===== src/rtl/spi_register_target.sv =====
// SPI mode-0 register target: oversampled pins, opcode/operand byte decode, byte-slot MISO responses.
// Define SPI_TARGET_DOUBLE_SYNC_EN for two synchronizer flops per pin (default: one flop).
module spi_register_target #(
    parameter int OPERAND_COUNT_WIDTH = 32
) (
    input  logic                           clock_spi_in,
    input  logic                           reset_spi_in,
    input  logic                           spi_select_n_in,
    input  logic                           spi_clock_in,
    input  logic                           spi_data_in,
    output logic                           spi_data_out,
    output logic [7:0]                     op_code_out,
    output logic                           op_code_valid_out,
    output logic [7:0]                     operand_out,
    output logic                           operand_valid_out,
    output logic [OPERAND_COUNT_WIDTH-1:0] operand_count_out,
    input  logic [7:0]                     response_in,
    input  logic                           response_valid_in
);
`ifdef SPI_TARGET_DOUBLE_SYNC_EN
    localparam int SYNC_STAGES = 2;
`else
    localparam int SYNC_STAGES = 1;
`endif
    localparam logic [1:0] WARM_CNT = 2'(SYNC_STAGES + 1);

    logic [SYNC_STAGES-1:0] r_sel_sync, r_sck_sync, r_mosi_sync;
    logic       r_sel_d, r_sck_d;
    logic [1:0] r_warm_cnt;
    logic       r_active, r_first, r_have_opnd, r_pend;
    logic [2:0] r_bit_cnt, r_fall_cnt;
    logic [6:0] r_rx;
    logic [7:0] r_tx, r_resp;

    logic       w_sel, w_sck, w_mosi, w_warm;
    logic       w_sel_fall, w_sel_rise, w_sck_rise, w_sck_fall;
    logic [7:0] w_byte, w_resp_byte;

    assign w_sel  = r_sel_sync[SYNC_STAGES-1];
    assign w_sck  = r_sck_sync[SYNC_STAGES-1];
    assign w_mosi = r_mosi_sync[SYNC_STAGES-1];
    // Until the delayed select copy holds real pin data, a low select is not a falling edge.
    assign w_warm     = (r_warm_cnt == WARM_CNT);
    assign w_sel_fall = r_sel_d & ~w_sel & w_warm;
    assign w_sel_rise = ~r_sel_d & w_sel;
    assign w_sck_rise = ~r_sck_d & w_sck;
    assign w_sck_fall = r_sck_d & ~w_sck;
    assign w_byte      = {r_rx, w_mosi};
    assign w_resp_byte = response_valid_in ? response_in : (r_pend ? r_resp : 8'h00);
    assign spi_data_out = r_tx[7];

    always_ff @(posedge clock_spi_in or posedge reset_spi_in) begin
        if (reset_spi_in) begin
            r_sel_sync  <= '1;
            r_sck_sync  <= '0;
            r_mosi_sync <= '0;
            r_sel_d     <= 1'b1;
            r_sck_d     <= 1'b0;
            r_warm_cnt  <= 2'd0;
        end else begin
`ifdef SPI_TARGET_DOUBLE_SYNC_EN
            r_sel_sync  <= {r_sel_sync[0], spi_select_n_in};
            r_sck_sync  <= {r_sck_sync[0], spi_clock_in};
            r_mosi_sync <= {r_mosi_sync[0], spi_data_in};
`else
            r_sel_sync  <= spi_select_n_in;
            r_sck_sync  <= spi_clock_in;
            r_mosi_sync <= spi_data_in;
`endif
            r_sel_d <= w_sel;
            r_sck_d <= w_sck;
            if (!w_warm) r_warm_cnt <= r_warm_cnt + 2'd1;
        end
    end

    always_ff @(posedge clock_spi_in or posedge reset_spi_in) begin
        if (reset_spi_in) begin
            r_active          <= 1'b0;
            r_first           <= 1'b0;
            r_have_opnd       <= 1'b0;
            r_pend            <= 1'b0;
            r_bit_cnt         <= 3'd0;
            r_fall_cnt        <= 3'd0;
            r_rx              <= 7'd0;
            r_tx              <= 8'h00;
            r_resp            <= 8'h00;
            op_code_out       <= 8'h00;
            op_code_valid_out <= 1'b0;
            operand_out       <= 8'h00;
            operand_valid_out <= 1'b0;
            operand_count_out <= '0;
        end else begin
            if (response_valid_in) begin
                r_resp <= response_in;
                r_pend <= 1'b1;
            end
            if (w_sel_rise) begin
                r_active          <= 1'b0;
                r_bit_cnt         <= 3'd0;
                r_fall_cnt        <= 3'd0;
                r_tx              <= 8'h00;
                r_pend            <= 1'b0;
                op_code_valid_out <= 1'b0;
                operand_valid_out <= 1'b0;
                operand_count_out <= '0;
            end else if (w_sel_fall) begin
                r_active    <= 1'b1;
                r_first     <= 1'b1;
                r_have_opnd <= 1'b0;
                r_bit_cnt   <= 3'd0;
                r_fall_cnt  <= 3'd0;
                r_tx        <= 8'h00;
            end else if (r_active) begin
                if (w_sck_rise) begin
                    r_rx              <= w_byte[6:0];
                    r_bit_cnt         <= r_bit_cnt + 3'd1;
                    operand_valid_out <= 1'b0;
                    if (r_bit_cnt == 3'd7) begin
                        if (r_first) begin
                            op_code_out       <= w_byte;
                            op_code_valid_out <= 1'b1;
                            r_first           <= 1'b0;
                        end else begin
                            operand_out       <= w_byte;
                            operand_valid_out <= 1'b1;
                            r_have_opnd       <= 1'b1;
                            if (!r_have_opnd)
                                operand_count_out <= '0;
                            else if (operand_count_out != '1)
                                operand_count_out <= operand_count_out + OPERAND_COUNT_WIDTH'(1);
                        end
                    end
                end
                if (w_sck_fall) begin
                    r_fall_cnt <= r_fall_cnt + 3'd1;
                    // Last falling edge of a slot hands the next byte's MSB to the host.
                    if (r_fall_cnt == 3'd7) begin
                        r_tx   <= w_resp_byte;
                        r_pend <= 1'b0;
                    end else begin
                        r_tx <= {r_tx[6:0], 1'b0};
                    end
                end
            end
        end
    end
endmodule


===== config.mk =====
export PLATFORM = sky130hd
export DESIGN_NAME = spi_register_target
export DESIGN_NICKNAME = d
export VERILOG_FILES = /design/src/rtl/spi_register_target.sv
export SDC_FILE = /design/constraint.sdc
export NUM_CORES = 1
export LEC_CHECK = 0
export BUFFER_PORTS_ARGS = -buffer_cell sky130_fd_sc_hd__buf_2
export CAP_MARGIN = 40
export CORE_MARGIN = 2
export CORE_UTILIZATION = 61
export DETAILED_ROUTE_END_ITERATION = 16
export HOLD_SLACK_MARGIN = 0.03
export PLACE_DENSITY = 0.85
export SETUP_SLACK_MARGIN = 0.5
export SKIP_CTS_REPAIR_TIMING = 1
export SLEW_MARGIN = 20
export SYNTH_ARGS = -nofsm -noshare
export SYNTH_HDL_FRONTEND = slang
export SYNTH_SLANG_ARGS = --single-unit

===== constraint.sdc =====
create_clock -name clock_spi_in -period 7.8 [get_ports clock_spi_in]
set_input_delay 0.39 -clock clock_spi_in [delete_from_list [all_inputs] [get_ports clock_spi_in]]
set_output_delay 0.39 -clock clock_spi_in [all_outputs]
set_load 0.02 [all_outputs]

==> results.sh, run 1 <==
export IMPL_syn_cell_area_sq_um=4340
export IMPL_use_met3=0.0653
export IMPL_seq_area_frac_synth=0.520
export IMPL_rsz0062_at_grt="no"
export IMPL_yosysUniqueCellTypes=52
export IMPL_ios=65
export IMPL_start_util=0.635
export IMPL_synthSimpleGateAreaFrac=0.208
export IMPL_yosys_most_used_dff="dfrtp_1"
export IMPL_slew_violations=0
export IMPL_nNetsFinal=478
export IMPL_drt_first_pass_iters=5
export IMPL_antenna_found_initial=0
export IMPL_synthAdderAreaFrac=0.0173
export IMPL_power_internal_uw=683
export IMPL_seq_power_share=0.569
export IMPL_synth_top_family_by_area="simple AND/OR/NAND/NOR gates"
export IMPL_cts_sinks=90
export IMPL_whs_ns=0.135
export IMPL_syn_area_per_cell_sq_um=11.0
export IMPL_worstSetupPathType="reg -> reg"
export IMPL_clk_latency_ns=0.35
export IMPL_cp_end_kind="flop"
export IMPL_finalHoldViolCount=0
export IMPL_maxCapViolations=0
export IMPL_htree_levels=3
export IMPL_vdd_drop_max_v=0.000158
export IMPL_n_antenna_cell=0
export IMPL_syn_inst=394
export IMPL_crit_buf_inv=0
export IMPL_post_route_cell_area_sq_um=4970
export IMPL_path_max_fanout=20
export IMPL_slew_headroom=0.446
export IMPL_cp_start_kind="flop"
export IMPL_power_uw=895
export IMPL_synth_area_leaders="dfrtp_1 51%, mux2_2 8.0%, a211o_1 2.6%, nor2_1 2.4%, nand2_1 2.2%"
export IMPL_p_leak_uw=0.00249
export IMPL_cpPeakStageDelay_ns=0.70
export IMPL_worst_ep_required_time_ns=8.09
export IMPL_critPathSlowestCell="o21a_1"
export IMPL_path_delay_family="simple AND/OR/NAND/NOR gates"
export IMPL_vias_per_cell=6.32
export IMPL_multiInputGateArea_sq_um=1990
export IMPL_die_w_um=88.3
export IMPL_fin_skew_ns=0.00490
export IMPL_clockBufferDepth=2
export IMPL_status="finished clean"
export IMPL_rows=30
export IMPL_track_usage=0.269
export IMPL_wire_per_inst_um=17.6
export IMPL_portBuffers=64
export IMPL_final_util=0.727
export IMPL_period_share=0.360
export IMPL_drt_iter0_markers=378
export IMPL_die_area_sq_um=7800
export IMPL_yosysTopAreaCell="dfrtp_1"
export IMPL_grt_first_pass_wirelength_mm=16.3
export IMPL_p_sw_frac=0.237
export IMPL_synth_edf_count=0
export IMPL_met2_usage=0.428
export IMPL_cts_root_buffer="clkbuf_8"
export IMPL_p_comb_frac=0.066
export IMPL_vias=3534
export IMPL_cts_tree="built"
export IMPL_routed_wl_mm=9.84
export IMPL_holdCritPathClass="in -> reg"
export IMPL_mostFrequentLayoutCell="dfrtp_1"
export IMPL_setup_tns_ns=0
export IMPL_use_met1=0.363
export IMPL_post_synth_mux_area_share=0.0966
export IMPL_async_reset_ff_frac=1.00
export IMPL_max_freq_mhz=356
export IMPL_grt_start_max_net_pins=48
export IMPL_core_region_area_sq_um=6830
export IMPL_yosysWarningCount=0
export IMPL_fillers=521
export IMPL_route_detailed_drc=0
export IMPL_crit_chain="ha_1, nand3_4, nor4_4, and4_1, o21a_1, a221o_1"
export IMPL_syn_nets=414
export IMPL_synth_compound_area_frac=0.125
export IMPL_tightest_slew_ns=0.830
export IMPL_hpwl_mm=6.62
export IMPL_clk_pin_slew_ns=0.08
export IMPL_p_sw_uw=212
export IMPL_netlist_area_leader_share=0.508
export IMPL_drive_above_1_share=0.276
export IMPL_most_common_layout_cells="88 x dfrtp_1, 64 x buf_2, 31 x mux2_2"
export IMPL_powerDensity_nw_per_um2=180
export IMPL_ant_nets=0
export IMPL_setup_violations=0
export IMPL_grt_ovfl_total=0
export IMPL_placement_cell_area_sq_um=4760
export IMPL_crit_arrival_ns=3.10
export IMPL_clockPowerShare=0.366
export IMPL_grt_pass1_vias=3452
export IMPL_seqCellArea_sq_um=2250
export IMPL_area_delta_synth_final_pct=14.5
export IMPL_cts_buffers=9
export IMPL_ys_seq_elements=90
export IMPL_die_h_um=88.3
export IMPL_synth_xor_xnor_area_share=0.0101
export IMPL_grt_busiest_layer="met2"
export IMPL_period_minus_slack_ns=2.81
export IMPL_place_congestion=0.905
per-stage QoR:
step           cells  setup slack, ns
2_1_floorplan    394             5.08
3_3_place_gp     541             5.10
3_5_place_dp     543             5.03
4_1_cts          559             5.02
5_1_grt          559             4.84
6_report         559             4.99
synth_stat cells, types with 5 or more instances:
master,number
a211o_1,13
a211oi_1,7
a21oi_1,14
and3_1,14
clkbuf_1,8
dfrtp_1,88
ha_1,6
inv_1,8
mux2_2,31
mux2i_1,7
nand2_1,25
nand3_1,13
nand4_1,10
nor2_1,28
nor2b_1,9
nor3_1,16
nor4_1,9
o211ai_1,6
o21ai_0,9
or3_1,5
or4_1,5
worst paths after layout:
| check | start | to | slack [ns] | depth (start not counted) |
|---|---|---|---|---|
| hold / removal | spi_select_n_in | r_sel_sync$_DFF_PP1_ | 0.14 | 1 |
| min in group asynchronous | reset_spi_in | r_sck_sync$_DFF_PP0_ | 0.16 | 3 |
| setup reg to reg | operand_count_out[0]$_DFFE_PP0P_ | operand_count_out[22]$_DFFE_PP0P_ | 4.99 | 6 |
| hold reg to reg | r_sel_sync$_DFF_PP1_ | r_sel_d$_DFF_PP1_ | 0.42 | 0 |
| max in group asynchronous | reset_spi_in | operand_count_out[31]$_DFFE_PP0P_ | 7.01 | 4 |
| setup / recovery | operand_count_out[0]$_DFFE_PP0P_ | operand_count_out[22]$_DFFE_PP0P_ | 4.99 | 6 |
flip-flops by register name, summed over array words and instances, names as in the netlist:
name and cells:
operand_count_out 32, op_code_out 8, operand_out 8, r_resp 8, r_tx 8, r_rx 7, r_bit_cnt 3, r_fall_cnt 3
r_warm_cnt 2, op_code_valid_out 1, operand_valid_out 1, r_active 1, r_first 1, r_have_opnd 1, r_mosi_sync 1, r_pend 1
r_sck_d 1, r_sck_sync 1, r_sel_d 1, r_sel_sync 1
cell families after synthesis:
group | after synthesis
simple gates | 159
flops | 90
compound gates | 73
mux | 38
buf+inv | 23
fa+ha+maj | 6
xor+xnor | 5
layout make-up:
type,count,area share
Sequential cell,90,0.454
Multi-Input combinational cell,281,0.401
Timing Repair Buffer,68,0.0738
Clock buffer,12,0.0312
Tap cell,96,0.0242
Clock inverter,4,0.00982
Inverter,8,0.00630
power groups by stage:
| stage | combinational, uW | clock, uW | sequential, uW |
|---|---|---|---|
| after floorplan | 44.7 | 0 | 511 |
| after global placement | 54.7 | 0 | 516 |
| after detailed placement | 59.7 | 0 | 518 |
| after CTS | 60.0 | 330 | 509 |
| after global routing | 67.3 | 353 | 512 |
| final | 58.9 | 327 | 509 |
worst reg2reg max path, cell delays in order (launching register included):
cell     delay, ns
dfrtp_1       0.44
ha_1          0.25
nand3_4       0.15
nor4_4        0.53
and4_1        0.41
o21a_1        0.70
a221o_1       0.28
routing by layer:
layer / vias to the layer above / part of all wire / wire (um)
met5: - / 0 / 0
met4: 0 / 0.020 / 201
met3: 24 / 0.071 / 702
met2: 166 / 0.48 / 4770
met1: 1741 / 0.42 / 4160
li1: 1603 / - / -
Note: power is estimated with default switching activity, not from simulation.
==> run 2, diff against run 1 <==
--- a/config.mk
+++ b/config.mk
@@ -8,10 +8,10 @@
 export BUFFER_PORTS_ARGS = -buffer_cell sky130_fd_sc_hd__buf_2
 export CAP_MARGIN = 40
 export CORE_MARGIN = 2
-export CORE_UTILIZATION = 61
+export CORE_UTILIZATION = 51
 export DETAILED_ROUTE_END_ITERATION = 16
 export HOLD_SLACK_MARGIN = 0.03
-export PLACE_DENSITY = 0.85
+export PLACE_DENSITY = 0.75
 export SETUP_SLACK_MARGIN = 0.5
 export SKIP_CTS_REPAIR_TIMING = 1
 export SLEW_MARGIN = 20
==> constraint.sdc (replaced) <==
create_clock -name clock_spi_in -period 2.35 [get_ports clock_spi_in]
set_input_delay 0.1175 -clock clock_spi_in [delete_from_list [all_inputs] [get_ports clock_spi_in]]
set_output_delay 0.1175 -clock clock_spi_in [all_outputs]
set_load 0.02 [all_outputs]
==> results.sh, run 2 (same netlist as run 1, synthesis figures left out) <==
export IMPL_status="complete, but fails checks"
export IMPL_violations="negative setup slack"
export IMPL_reg2regPathDepth=6
export IMPL_vias=3826
export IMPL_whs_ns=0.193
export IMPL_holdCritPathClass="in -> reg"
export IMPL_top_register="operand_count_out"
export IMPL_hpwl_mm=7.40
export IMPL_mostFrequentLayoutCell="dfrtp_1"
export IMPL_postLayoutSetupSlackWorst_ns=-0.0325
export IMPL_antenna_found_initial=0
export IMPL_grt_start_max_net_pins=45
export IMPL_routed_wl_met3_um=483
export IMPL_nNetsFinal=556
export IMPL_setup_violations=9
export IMPL_tightest_slew_ns=0.696
export IMPL_start_util=0.528
export IMPL_drive_above_1_share=0.449
export IMPL_cp_start_kind="flop"
export IMPL_largest_register_ffs=32
export IMPL_r2r_end="operand_count_out[5]$_DFFE_PP0P_"
export IMPL_cts_buffers=9
export IMPL_period_share=1.01
export IMPL_die_w_um=96.2
export IMPL_wl_met2_mm=6.01
export IMPL_place_congestion=0.865
export IMPL_clk_latency_ns=0.36
export IMPL_track_usage=0.242
export IMPL_p_leak_uw=0.00287
export IMPL_cts_root_buffer="clkbuf_8"
export IMPL_finalHoldViolCount=0
export IMPL_clockBufferDepth=2
export IMPL_r2r_start="operand_count_out[25]$_DFFE_PP0P_"
export IMPL_crit_arrival_ns=2.63
export IMPL_max_freq_mhz=420
export IMPL_cts_sinks=90
export IMPL_rows=33
export IMPL_worst_ep_required_time_ns=2.60
export IMPL_worstSetupPathType="reg -> reg"
export IMPL_clk_pin_slew_ns=0.09
export IMPL_power_uw=2890
export IMPL_vias_per_cell=5.92
export IMPL_period_minus_slack_ns=2.38
export IMPL_cp_end_kind="flop"
export IMPL_whs_path_depth=2
export IMPL_rrSetupSlack_ns=-0.03
export IMPL_fillers=613
export IMPL_slew_headroom=0.535
export IMPL_core_region_area_sq_um=8220
export IMPL_rsz0062_at_grt="yes"
export IMPL_final_util=0.713
export IMPL_routed_wl_mm=11.3
export IMPL_most_common_layout_cells="70 x dfrtp_1, 64 x buf_2, 61 x buf_4"
export IMPL_area_delta_synth_final_pct=35.0
export IMPL_htree_levels=3
export IMPL_portBuffers=64
export IMPL_die_area_sq_um=9260
export IMPL_multiInputGateArea_sq_um=2240
export IMPL_grt_first_pass_wirelength_mm=17.4
export IMPL_wire_per_inst_um=17.5
export IMPL_powerDensity_nw_per_um2=494
export IMPL_top_layer="met4"
export IMPL_ant_nets=0
export IMPL_die_h_um=96.2
export IMPL_vdd_drop_max_v=0.000361
export IMPL_n_antenna_cell=0
export IMPL_path_max_fanout=7
export IMPL_hold_end="r_resp[4]$_DFFE_PP0P_"
export IMPL_slew_violations=0
export IMPL_ios=65
export IMPL_grt_pass1_vias=3661
export IMPL_holdCritStartpoint="response_valid_in"
export IMPL_maxCapViolations=0
export IMPL_route_detailed_drc=0
export IMPL_cts_tree="built"
export IMPL_fin_skew_ns=0.00703
export IMPL_seqCellArea_sq_um=2280
export IMPL_drt_iter0_markers=214
export IMPL_detail_route_wirelength_met1_mm=4.67
export IMPL_drt_first_pass_iters=4
export IMPL_grt_ovfl_total=0
[run 2: worst max-delay path: stages, from the launching register on]
cell and delay (ns):
dfrtp_2 0.39, nand4_1 0.13, or4_4 0.58, o41ai_4 0.62, buf_4 0.26, nor3_2 0.05, a211o_1 0.25
[run 2: how the worst max path moves through the flow]
stage,slack [ns],cells after the start,start,endpoint
floorplan,0.12,7,operand_count_out[0]$_DFFE_PP0P_,operand_count_out[26]$_DFFE_PP0P_
global placement,-0.01,6,operand_count_out[25]$_DFFE_PP0P_,operand_count_out[9]$_DFFE_PP0P_
detailed placement,-0.09,6,operand_count_out[5]$_DFFE_PP0P_,operand_count_out[10]$_DFFE_PP0P_
CTS,-0.10,6,operand_count_out[25]$_DFFE_PP0P_,operand_count_out[10]$_DFFE_PP0P_
global route,-0.09,6,operand_count_out[25]$_DFFE_PP0P_,operand_count_out[9]$_DFFE_PP0P_
finish,-0.03,6,operand_count_out[25]$_DFFE_PP0P_,operand_count_out[5]$_DFFE_PP0P_
[run 2: final cells by class]
cell class              count  share of cell area
inverters                   8             0.00577
repair buffers            143               0.169
well taps                 105              0.0224
clock buffers               9              0.0212
clock inverters             7             0.00919
multi-input cells         284               0.383
flip-flops and latches     90               0.389
[run 2: where the power goes]
group	total, uW	internal (uW)	switching [uW]
combinational	231	113	118
sequential	1690	1630	65.7
clock	971	393	577
[run 2: layer usage]
metal | vias up | GRT usage
li1 | 1782 | -
met1 | 1924 | 0.308
met3 | 17 | 0.0274
met2 | 103 | 0.425
met5 | - | 0
met4 | 0 | 0.0881
[run 2: metrics by stage]
stage | cell area (sq um) | instances | worst slack (ns) | setup TNS, ns
2_1_floorplan | 4450 | 394 | 0.118 | 0
3_3_place_gp | 5330 | 609 | -0.0121 | -0.0248
3_5_place_dp | 5330 | 609 | -0.0897 | -0.426
4_1_cts | 5510 | 625 | -0.104 | -0.515
5_1_grt | 5850 | 646 | -0.0866 | -0.780
6_report | 5850 | 646 | -0.0325 | -0.192
